[src/rtl/rv32_hazard_ctrl.sv]
// RV32 five-stage pipeline hazard controller: operand forwarding select, load-use stall,
// and redirect flush sequencing, with saturating stall/flush performance counters.
module rv32_hazard_ctrl #(
  parameter int unsigned FLUSH_CYCLES = 2,
  parameter int unsigned CNT_W        = 16
) (
  input  logic             clk,
  input  logic             reset,
  input  logic [4:0]       id_rs1_reg,
  input  logic [4:0]       id_rs2_reg,
  input  logic             id_rs1_used,
  input  logic             id_rs2_used,
  input  logic             id_valid,
  input  logic             ex_wb_enable,
  input  logic [4:0]       ex_wb_reg,
  input  logic             ex_wb_from_mem,
  input  logic             mem_wb_enable,
  input  logic [4:0]       mem_wb_reg,
  input  logic             wb_wb_enable,
  input  logic [4:0]       wb_wb_reg,
  input  logic             ex_redirect,
  output logic             stall_if_id,
  output logic             bubble_ex,
  output logic             flush,
  output logic [1:0]       fwd_rs1_sel,
  output logic [1:0]       fwd_rs2_sel,
  output logic [1:0]       state,
  output logic [CNT_W-1:0] stall_count,
  output logic [CNT_W-1:0] flush_count
);

  typedef enum logic [1:0] {
    StRun     = 2'd0,
    StStall   = 2'd1,
    StFlush   = 2'd2,
    StIllegal = 2'd3
  } state_e;

  localparam logic [2:0] FlushReload   = 3'(FLUSH_CYCLES - 1);
  // A single-cycle flush is fully covered by the redirect cycle itself.
  localparam state_e     RedirectState = (FLUSH_CYCLES > 1) ? StFlush : StRun;

  state_e           state_q, state_d;
  logic [2:0]       fcnt_q, fcnt_d;
  logic [CNT_W-1:0] stall_count_q, flush_count_q;
  logic [2:0]       hit1, hit2;
  logic             load_use;
  logic             stall_raw, bubble_raw, flush_raw;

  // hit bits: [0]=EX, [1]=MEM, [2]=WB
  always_comb begin
    hit1[0] = ex_wb_enable  && (ex_wb_reg  == id_rs1_reg);
    hit1[1] = mem_wb_enable && (mem_wb_reg == id_rs1_reg);
    hit1[2] = wb_wb_enable  && (wb_wb_reg  == id_rs1_reg);
    hit2[0] = ex_wb_enable  && (ex_wb_reg  == id_rs2_reg);
    hit2[1] = mem_wb_enable && (mem_wb_reg == id_rs2_reg);
    hit2[2] = wb_wb_enable  && (wb_wb_reg  == id_rs2_reg);
    if (!id_rs1_used || (id_rs1_reg == 5'd0)) hit1 = 3'b000;
    if (!id_rs2_used || (id_rs2_reg == 5'd0)) hit2 = 3'b000;
    fwd_rs1_sel = hit1[0] ? 2'd1 : hit1[1] ? 2'd2 : hit1[2] ? 2'd3 : 2'd0;
    fwd_rs2_sel = hit2[0] ? 2'd1 : hit2[1] ? 2'd2 : hit2[2] ? 2'd3 : 2'd0;
    load_use    = id_valid && ex_wb_from_mem && (hit1[0] || hit2[0]);
  end

  always_comb begin
    state_d    = state_q;
    fcnt_d     = fcnt_q;
    stall_raw  = 1'b0;
    bubble_raw = 1'b0;
    flush_raw  = 1'b0;
    case (state_q)
      StRun, StStall: begin
        if (ex_redirect) begin
          flush_raw  = 1'b1;
          bubble_raw = 1'b1;
          fcnt_d     = FlushReload;
          state_d    = RedirectState;
        end else if ((state_q == StRun) && load_use) begin
          stall_raw  = 1'b1;
          bubble_raw = 1'b1;
          state_d    = StStall;
        end else begin
          state_d = StRun;
        end
      end
      StFlush: begin
        flush_raw  = 1'b1;
        bubble_raw = 1'b1;
        if (ex_redirect) begin
          fcnt_d  = FlushReload;
          state_d = RedirectState;
        end else if (fcnt_q <= 3'd1) begin
          fcnt_d  = 3'd0;
          state_d = StRun;
        end else begin
          fcnt_d = fcnt_q - 3'd1;
        end
      end
      default: begin
        fcnt_d  = 3'd0;
        state_d = StRun;
      end
    endcase
  end

  assign stall_if_id = stall_raw  && !reset;
  assign bubble_ex   = bubble_raw && !reset;
  assign flush       = flush_raw  && !reset;
  assign state       = state_q;
  assign stall_count = stall_count_q;
  assign flush_count = flush_count_q;

  always_ff @(posedge clk) begin
    if (reset) begin
      state_q       <= StRun;
      fcnt_q        <= 3'd0;
      stall_count_q <= '0;
      flush_count_q <= '0;
    end else begin
      state_q <= state_d;
      fcnt_q  <= fcnt_d;
      if (stall_if_id && (stall_count_q != '1)) stall_count_q <= stall_count_q + CNT_W'(1);
      if (flush && (flush_count_q != '1)) flush_count_q <= flush_count_q + CNT_W'(1);
    end
  end

endmodule

[config.mk]
export PLATFORM = sky130hd
export DESIGN_NAME = rv32_hazard_ctrl
export DESIGN_NICKNAME = d
export VERILOG_FILES = /design/src/rtl/rv32_hazard_ctrl.sv
export SDC_FILE = /design/constraint.sdc
export NUM_CORES = 1
export LEC_CHECK = 0
export BUFFER_PORTS_ARGS = -buffer_cell sky130_fd_sc_hd__clkbuf_2
export CAP_MARGIN = 20
export CORE_MARGIN = 10
export CORE_UTILIZATION = 50
export DETAILED_ROUTE_END_ITERATION = 12
export PLACE_DENSITY = 0.8
export SYNTH_ARGS = -nofsm -noshare
export SYNTH_HDL_FRONTEND = slang
export SYNTH_SLANG_ARGS = --single-unit
export TNS_END_PERCENT = 20
[constraint.sdc]
create_clock -name clk -period 3.3 [get_ports clk]
set_input_delay 0.825 -clock clk [delete_from_list [all_inputs] [get_ports clk]]
set_output_delay 0.825 -clock clk [all_outputs]
set_load 0.02 [all_outputs]
==> load_flow_metrics.sql, run 1 <==
INSERT INTO impl_metrics (metric_group, metric, value, unit) VALUES
('timing', 'fin_ws', '0.121', 'ns'),
('power_and_ir_drop', 'power.ir.vdd_worst', '0.000170', 'V'),
('timing', 'finalHoldViolations', '0', ''),
('floorplanning', 'initial_util', '0.514', ''),
('synth', 'post_synth_inst_count', '263', ''),
('synth', 'number_of_distinct_standard_cells_referenced_by_the_synthesized_netlist', '46', ''),
('setup_path', 'critical_path_depth', '7', ''),
('timing', 'final_max_slew_viol_count', '0', ''),
('job', 'timing.max_cap.violations', '0', ''),
('synth', 'yosys-top-cells-count', '37 x sky130_fd_sc_hd__dfxtp_1, 28 x sky130_fd_sc_hd__nor2_1, 24 x sky130_fd_sc_hd__xor2_1, 19 x sky130_fd_sc_hd__a21oi_1, 18 x sky130_fd_sc_hd__xnor2_1', ''),
('synth', 'synth_fp_nets', '302', ''),
('final_layout', 'final_net_count', '383', ''),
('synth', 'synth_enable_flop_cells', '0', ''),
('worst_hold_path', 'hp-class', 'flip-flop to flip-flop', ''),
('setup_path', 'timing.critical_path.max_delay_family', 'simple AND/OR/NAND/NOR gates', ''),
('synth', 'synth_most_common_cell', 'sky130_fd_sc_hd__dfxtp_1', ''),
('setup_path', 'worstRegToRegCells', '5', ''),
('floorplanning', 'die_w', '86.9', 'um'),
('floorplanning', 'std_cell_rows', '24', ''),
('floorplanning', 'core_region_area', '4350', 'um^2'),
('synth', 'synth_largest_area_cell', 'sky130_fd_sc_hd__dfxtp_1', ''),
('floorplanning', 'floorplan.die.height', '86.9', 'um'),
('route', 'wire_per_inst', '15.1', 'um'),
('clock_network', 'clock_latency_reported_for_the_late_side_of_the_worst_skew_pair', '0.29', 'ns'),
('route', 'first_pass_iters', '4', ''),
('timing', 'maxSlewHeadroom', '0.680', ''),
('route', 'via_per_inst', '5.61', ''),
('floorplanning', 'area_enclosed_by_the_die_boundary', '7550', 'um^2'),
('route', 'wl', '6.00', 'mm'),
('clock_network', 'cts_root_buffer', 'sky130_fd_sc_hd__clkbuf_8', ''),
('clock_network', 'cts_resized', '0', ''),
('placement', 'place_ws', '0.0496', 'ns'),
('placement', 'hpwlAfterDp', '4.65', 'mm'),
('power_and_ir_drop', 'p_leak', '0.00117', 'uW'),
('final_layout', 'instances_no_fill', '397', ''),
('global_routing', 'grt_overflow_total', '0', ''),
('route', 'route.vias.total', '2226', ''),
('final_layout', 'area_delta_synth_final', '26.3', '%'),
('synth', 'synthesis.area', '2240', 'um^2'),
('status', 'outcome', 'finished, final reports clean', ''),
('placement', 'dp.cells', '389', ''),
('route', 'antenna_left', '0', ''),
('global_routing', 'globalRouteTotalUtil', '0.157', ''),
('final_layout', 'fillCellCount', '378', ''),
('timing', 'finalSetupViolCount', '0', ''),
('worst_hold_path', 'hold_depth', '2', ''),
('setup_path', 'timing.critical_path.arrival', '2.35', 'ns'),
('floorplanning', 'design.portCount', '76', ''),
('final_layout', 'area.sequential', '741', 'um^2'),
('clock_network', 'cts.sink_count', '37', ''),
('clock_network', 'cts_setup_buffers', '0', ''),
('synth', 'synthesis.yosys.warnings', '0', ''),
('final_layout', 'layout.core_utilization', '0.649', ''),
('clock_network', 'tritoncts.num_buffers', '5', ''),
('timing', 'post-route-min-period', '3.18', 'ns'),
('setup_path', 'timing.critical_path.required', '2.47', 'ns'),
('synth', 'yosys_most_used_dff', 'sky130_fd_sc_hd__dfxtp_1', ''),
('synth', 'average_footprint_of_a_synthesized_cell', '8.51', 'um^2'),
('setup_path', 'critical_path.max_stage_delay', '0.35', 'ns'),
('final_layout', 'n_antenna_cell', '0', ''),
('clock_network', 'clk_path_buf_depth', '2', ''),
('timing', 'f_max', '315', 'MHz'),
('setup_path', 'worst-setup-path-type', 'primary input to output pin', ''),
('timing', 'finalClockSkew', '0.00706', 'ns'),
('clock_network', 'hold_buffers', '0', ''),
('global_routing', 'first_global_vias', '2210', ''),
('clock_network', 'h-tree-depth', '2', ''),
('timing', 'post-route-period-util', '0.963', ''),
('setup_path', 'cpMostUsedCell', 'sky130_fd_sc_hd__clkbuf_2', ''),
('setup_path', 'critical_path.cell_chain', 'clkbuf_2 > xor2_1 > nor4_2 > and4_4 > nor2_4 > o41ai_1 > clkbuf_2', ''),
('global_routing', 'first_pass_grt_wire_length', '9.96', 'mm');
==> cell families after synthesis <==
group                    share of synthesized area
XOR/XNOR                                     0.164
flip-flops                                   0.331
buffers and inverters                       0.0285
AO/OA/AOI/OAI                                0.164
adder cells (fa/ha/maj)                     0.0224
multiplexers                               0.00951
AND/OR/NAND/NOR                              0.280
==> routing by layer <==
| metal | part of all wire | vias to the layer above | global-route usage |
|---|---|---|---|
| met3 | 0.098 | 6 | 0.0655 |
| li1 | - | 1117 | - |
| met1 | 0.42 | 1022 | 0.186 |
| met2 | 0.47 | 81 | 0.247 |
| met4 | 0.014 | 0 | 0.0574 |
| met5 | 0 | - | 0 |
==> worst reg2reg max path: stages, from the launching register on <==
cell,delay [ns]
sky130_fd_sc_hd__dfxtp_1,0.41
sky130_fd_sc_hd__nor4_4,0.35
sky130_fd_sc_hd__buf_4,0.20
sky130_fd_sc_hd__nand3b_1,0.23
sky130_fd_sc_hd__or4_1,0.54
sky130_fd_sc_hd__a21oi_1,0.17
==> flip-flops by register name, summed over array words and instances (netlist names) <==
signal,count
flush_count,16
fcnt_q,3
state,2
stall_count,16
==> final cells by class <==
type / instances / area share
clock inverters: 2 / 0.0133
multi-input cells: 211 / 0.513
well taps: 52 / 0.0230
inverters: 8 / 0.0106
repair buffers: 81 / 0.149
flip-flops and latches: 37 / 0.262
clock buffers: 6 / 0.0292
==> path summary, 6_finish.rpt <==
path,start,end,slack (ns)
min reg2reg,stall_count[15]$_SDFFE_PP0P_,stall_count[15]$_SDFFE_PP0P_,0.51
max reg2reg,state[1]$_SDFFE_PP0P_,stall_count[8]$_SDFFE_PP0P_,1.33
min,stall_count[15]$_SDFFE_PP0P_,stall_count[15]$_SDFFE_PP0P_,0.51
max,id_rs1_reg[0],bubble_ex,0.12
==> stage by stage <==
step	total power [uW]	area (um^2)	TNS [ns]	hold slack (ns)
after detailed placement	601	2690	0	0.497
after floorplan	543	2240	0	0.475
after CTS	1010	2810	0	0.505
final	1000	2830	0	0.506
after global placement	600	2690	0	0.481
after global routing	1050	2830	-0.00535	0.535
==> placed cells by master, fill, tap and decap left out, types with 3 or more instances in the layout <==
cell type	synthesis	final
sky130_fd_sc_hd__or4_1	7	7
sky130_fd_sc_hd__clkbuf_2	0	75
sky130_fd_sc_hd__dfxtp_1	37	37
sky130_fd_sc_hd__clkbuf_8	0	6
sky130_fd_sc_hd__buf_4	0	6
sky130_fd_sc_hd__nand3_1	9	9
sky130_fd_sc_hd__inv_1	8	8
sky130_fd_sc_hd__nor4_1	4	3
sky130_fd_sc_hd__nand4_1	14	14
sky130_fd_sc_hd__and3_1	8	8
sky130_fd_sc_hd__o21a_1	3	3
sky130_fd_sc_hd__xor2_1	24	24
sky130_fd_sc_hd__nor2_1	28	28
sky130_fd_sc_hd__nor3_1	3	3
sky130_fd_sc_hd__a21oi_1	19	19
sky130_fd_sc_hd__nand2b_1	5	5
sky130_fd_sc_hd__xnor2_1	18	18
sky130_fd_sc_hd__nand2_1	10	10
sky130_fd_sc_hd__o21ai_0	11	11
sky130_fd_sc_hd__or3_1	9	9
sky130_fd_sc_hd__ha_1	4	4
sky130_fd_sc_hd__o31ai_1	5	5
==> where the power goes <==
| group | total (uW) | internal [uW] | switching, uW |
|---|---|---|---|
| Sequential | 459 | 452 | 7.15 |
| Combinational | 135 | 57.3 | 77.5 |
| Clock | 409 | 246 | 164 |
(Power assumes the default switching activity.)
==> run 2: changes to the inputs <==
--- a/config.mk
+++ b/config.mk
@@ -11,6 +11,7 @@
 export CORE_UTILIZATION = 50
 export DETAILED_ROUTE_END_ITERATION = 12
 export PLACE_DENSITY = 0.8
+export RECOVER_POWER = 50
 export SYNTH_ARGS = -nofsm -noshare
 export SYNTH_HDL_FRONTEND = slang
 export SYNTH_SLANG_ARGS = --single-unit
==> run 2 against run 1 <==
Against the previous run: combinational power barely moved; sequential cell count unchanged; sequential power hardly changed; core utilization down 1.0 points; worst setup slack improved by 0.0012 ns; clock skew increased by 0.00055 ns; die area did not move; first-iteration DRC count stayed put; global-route usage stayed put; routed wire length increased by 0.13%.
==> load_flow_metrics.sql, run 2 (synthesis gave the netlist of run 1 again) <==
INSERT INTO impl_metrics (metric_group, metric, value, unit) VALUES
('status', 'outcome', 'finished, final reports clean', ''),
('floorplanning', 'core_region_area', '4350', 'um^2'),
('floorplanning', 'std_cell_rows', '24', ''),
('setup_path', 'r2r_setup_slack', '1.23', 'ns'),
('clock_network', 'clk_path_buf_depth', '2', ''),
('route', 'first_pass_iters', '4', ''),
('power_and_ir_drop', 'cellPowerDensity', '360', 'nW/um^2'),
('timing', 'maxSlewHeadroom', '0.649', ''),
('timing', 'post-route-min-period', '3.18', 'ns'),
('clock_network', 'cts_setup_buffers', '0', ''),
('placement', 'dpl-instance-area', '2690', 'um^2'),
('power_and_ir_drop', 'p_leak', '0.00106', 'uW'),
('clock_network', 'cts_tree', 'yes', ''),
('route', 'post-route-drc-count', '0', ''),
('route', 'wire_per_inst', '15.1', 'um'),
('final_layout', 'post_layout_inst_area', '2780', 'um^2'),
('timing', 'finalHoldViolations', '0', ''),
('global_routing', 'first_pass_grt_wire_length', '9.96', 'mm'),
('placement', 'io_buffer_count', '75', ''),
('route', 'antenna_left', '0', ''),
('setup_path', 'timing.critical_path.arrival', '2.35', 'ns'),
('route', 'route.vias.total', '2207', ''),
('power_and_ir_drop', 'total_power', '1000', 'uW'),
('final_layout', 'area_delta_synth_final', '24.3', '%'),
('global_routing', 'grt_max_degree', '31', ''),
('clock_network', 'cts_resized', '0', ''),
('timing', 'post-route-period-util', '0.963', ''),
('final_layout', 'layout.core_utilization', '0.639', ''),
('timing', 'finalSetupViolCount', '0', ''),
('route', 'drtIter0Drc', '143', ''),
('clock_network', 'tritoncts.num_buffers', '5', ''),
('placement', 'dp.cells', '389', ''),
('final_layout', 'final_net_count', '383', ''),
('floorplanning', 'die_w', '86.9', 'um'),
('final_layout', 'layout.cells.most_common', 'sky130_fd_sc_hd__clkbuf_2', ''),
('setup_path', 'path_max_fanout', '6', ''),
('final_layout', 'layout.cells.most_common_list', '42 x sky130_fd_sc_hd__clkbuf_2, 37 x sky130_fd_sc_hd__dfxtp_1, 34 x sky130_fd_sc_hd__clkbuf_1, 28 x sky130_fd_sc_hd__nor2_1, 24 x sky130_fd_sc_hd__xor2_1', ''),
('clock_network', 'hold_buffers', '0', ''),
('setup_path', 'critPathLaunchType', 'primary input', ''),
('clock_network', 'cts.sink_count', '37', ''),
('global_routing', 'first_global_vias', '2210', ''),
('timing', 'f_max', '315', 'MHz'),
('clock_network', 'h-tree-depth', '2', ''),
('global_routing', 'grt_overflow_total', '0', ''),
('placement', 'gp_congestion', '0.880', ''),
('global_routing', 'antenna_found_initial', '0', ''),
('global_routing', 'globalRouteTotalUtil', '0.157', ''),
('floorplanning', 'floorplan.die.height', '86.9', 'um'),
('floorplanning', 'design.portCount', '76', ''),
('job', 'timing.max_cap.violations', '0', ''),
('final_layout', 'share_of_cells_above_drive_strength_1', '0.188', ''),
('route', 'wl', '6.01', 'mm'),
('clock_network', 'clock_latency_reported_for_the_late_side_of_the_worst_skew_pair', '0.29', 'ns'),
('placement', 'hpwlAfterDp', '4.65', 'mm'),
('timing', 'finalClockSkew', '0.00761', 'ns'),
('floorplanning', 'area_enclosed_by_the_die_boundary', '7550', 'um^2'),
('route', 'via_per_inst', '5.56', ''),
('clock_network', 'cts_root_buffer', 'sky130_fd_sc_hd__clkbuf_8', ''),
('final_layout', 'instances_no_fill', '397', ''),
('clock_network', 'post_cts_clock_slew_at_the_launch_and_capture_registers_of_the_worst_setup_and_hold_paths', '0.07', 'ns'),
('setup_path', 'worst-setup-path-type', 'primary input to output pin', ''),
('floorplanning', 'initial_util', '0.514', ''),
('setup_path', 'timing.critical_path.required', '2.47', 'ns'),
('final_layout', 'n_antenna_cell', '0', ''),
('timing', 'hold-worst-slack', '0.504', 'ns'),
('timing', 'tightestPinTransition', '0.527', 'ns'),
('setup_path', 'endpoint_kind', 'output pin', ''),
('power_and_ir_drop', 'power.ir.vdd_worst', '0.000171', 'V'),
('timing', 'final_max_slew_viol_count', '0', ''),
('final_layout', 'fillCellCount', '387', ''),
('worst_hold_path', 'hp-class', 'flip-flop to flip-flop', '');
-- run 2: path summary, 6_finish.rpt --
| kind | from | endpoint | depth (start not counted) |
|---|---|---|---|
| max | id_rs1_reg[0] | bubble_ex | 7 |
| min | stall_count[11]$_SDFFE_PP0P_ | stall_count[11]$_SDFFE_PP0P_ | 2 |
| max reg2reg | state[1]$_SDFFE_PP0P_ | flush_count[4]$_SDFFE_PP0P_ | 7 |
| min reg2reg | stall_count[11]$_SDFFE_PP0P_ | stall_count[11]$_SDFFE_PP0P_ | 2 |
-- run 2: routing by layer --
layer	routed length [um]	global-route usage
met5	0	0
met4	86	0.0574
met3	542	0.0655
met2	2800	0.247
met1	2580	0.186
-- run 2: area by class of cell --
class	count	area, um^2	share of cell area
Timing Repair Buffer	81	375	0.135
Tap cell	52	65.1	0.0234
Inverter	8	30.0	0.0108
Clock buffer	6	82.6	0.0297
Clock inverter	2	37.5	0.0135
Sequential cell	37	741	0.266
Multi-Input combinational cell	211	1450	0.521
-- run 2: power breakdown --
group / switching, uW / internal, uW / total [uW]
clock: 164 / 246 / 410
combinational: 77.6 / 55.5 / 133
sequential: 7.11 / 452 / 459
total: 249 / 753 / 1000
-- run 2: critical path: stages --
cell	delay [ns]
sky130_fd_sc_hd__clkbuf_2	0.14
sky130_fd_sc_hd__xor2_1	0.17
sky130_fd_sc_hd__nor4_2	0.31
sky130_fd_sc_hd__and4_4	0.35
sky130_fd_sc_hd__nor2_4	0.04
sky130_fd_sc_hd__o41ai_1	0.27
sky130_fd_sc_hd__clkbuf_2	0.23
-- run 2: metrics by stage --
step	TNS [ns]	worst slack (ns)
finish	0	0.122
global route	-0.00535	-0.00535
CTS	0	0.0509
detailed placement	0	0.0496
global placement	0	0.105
floorplan	0	0.0860
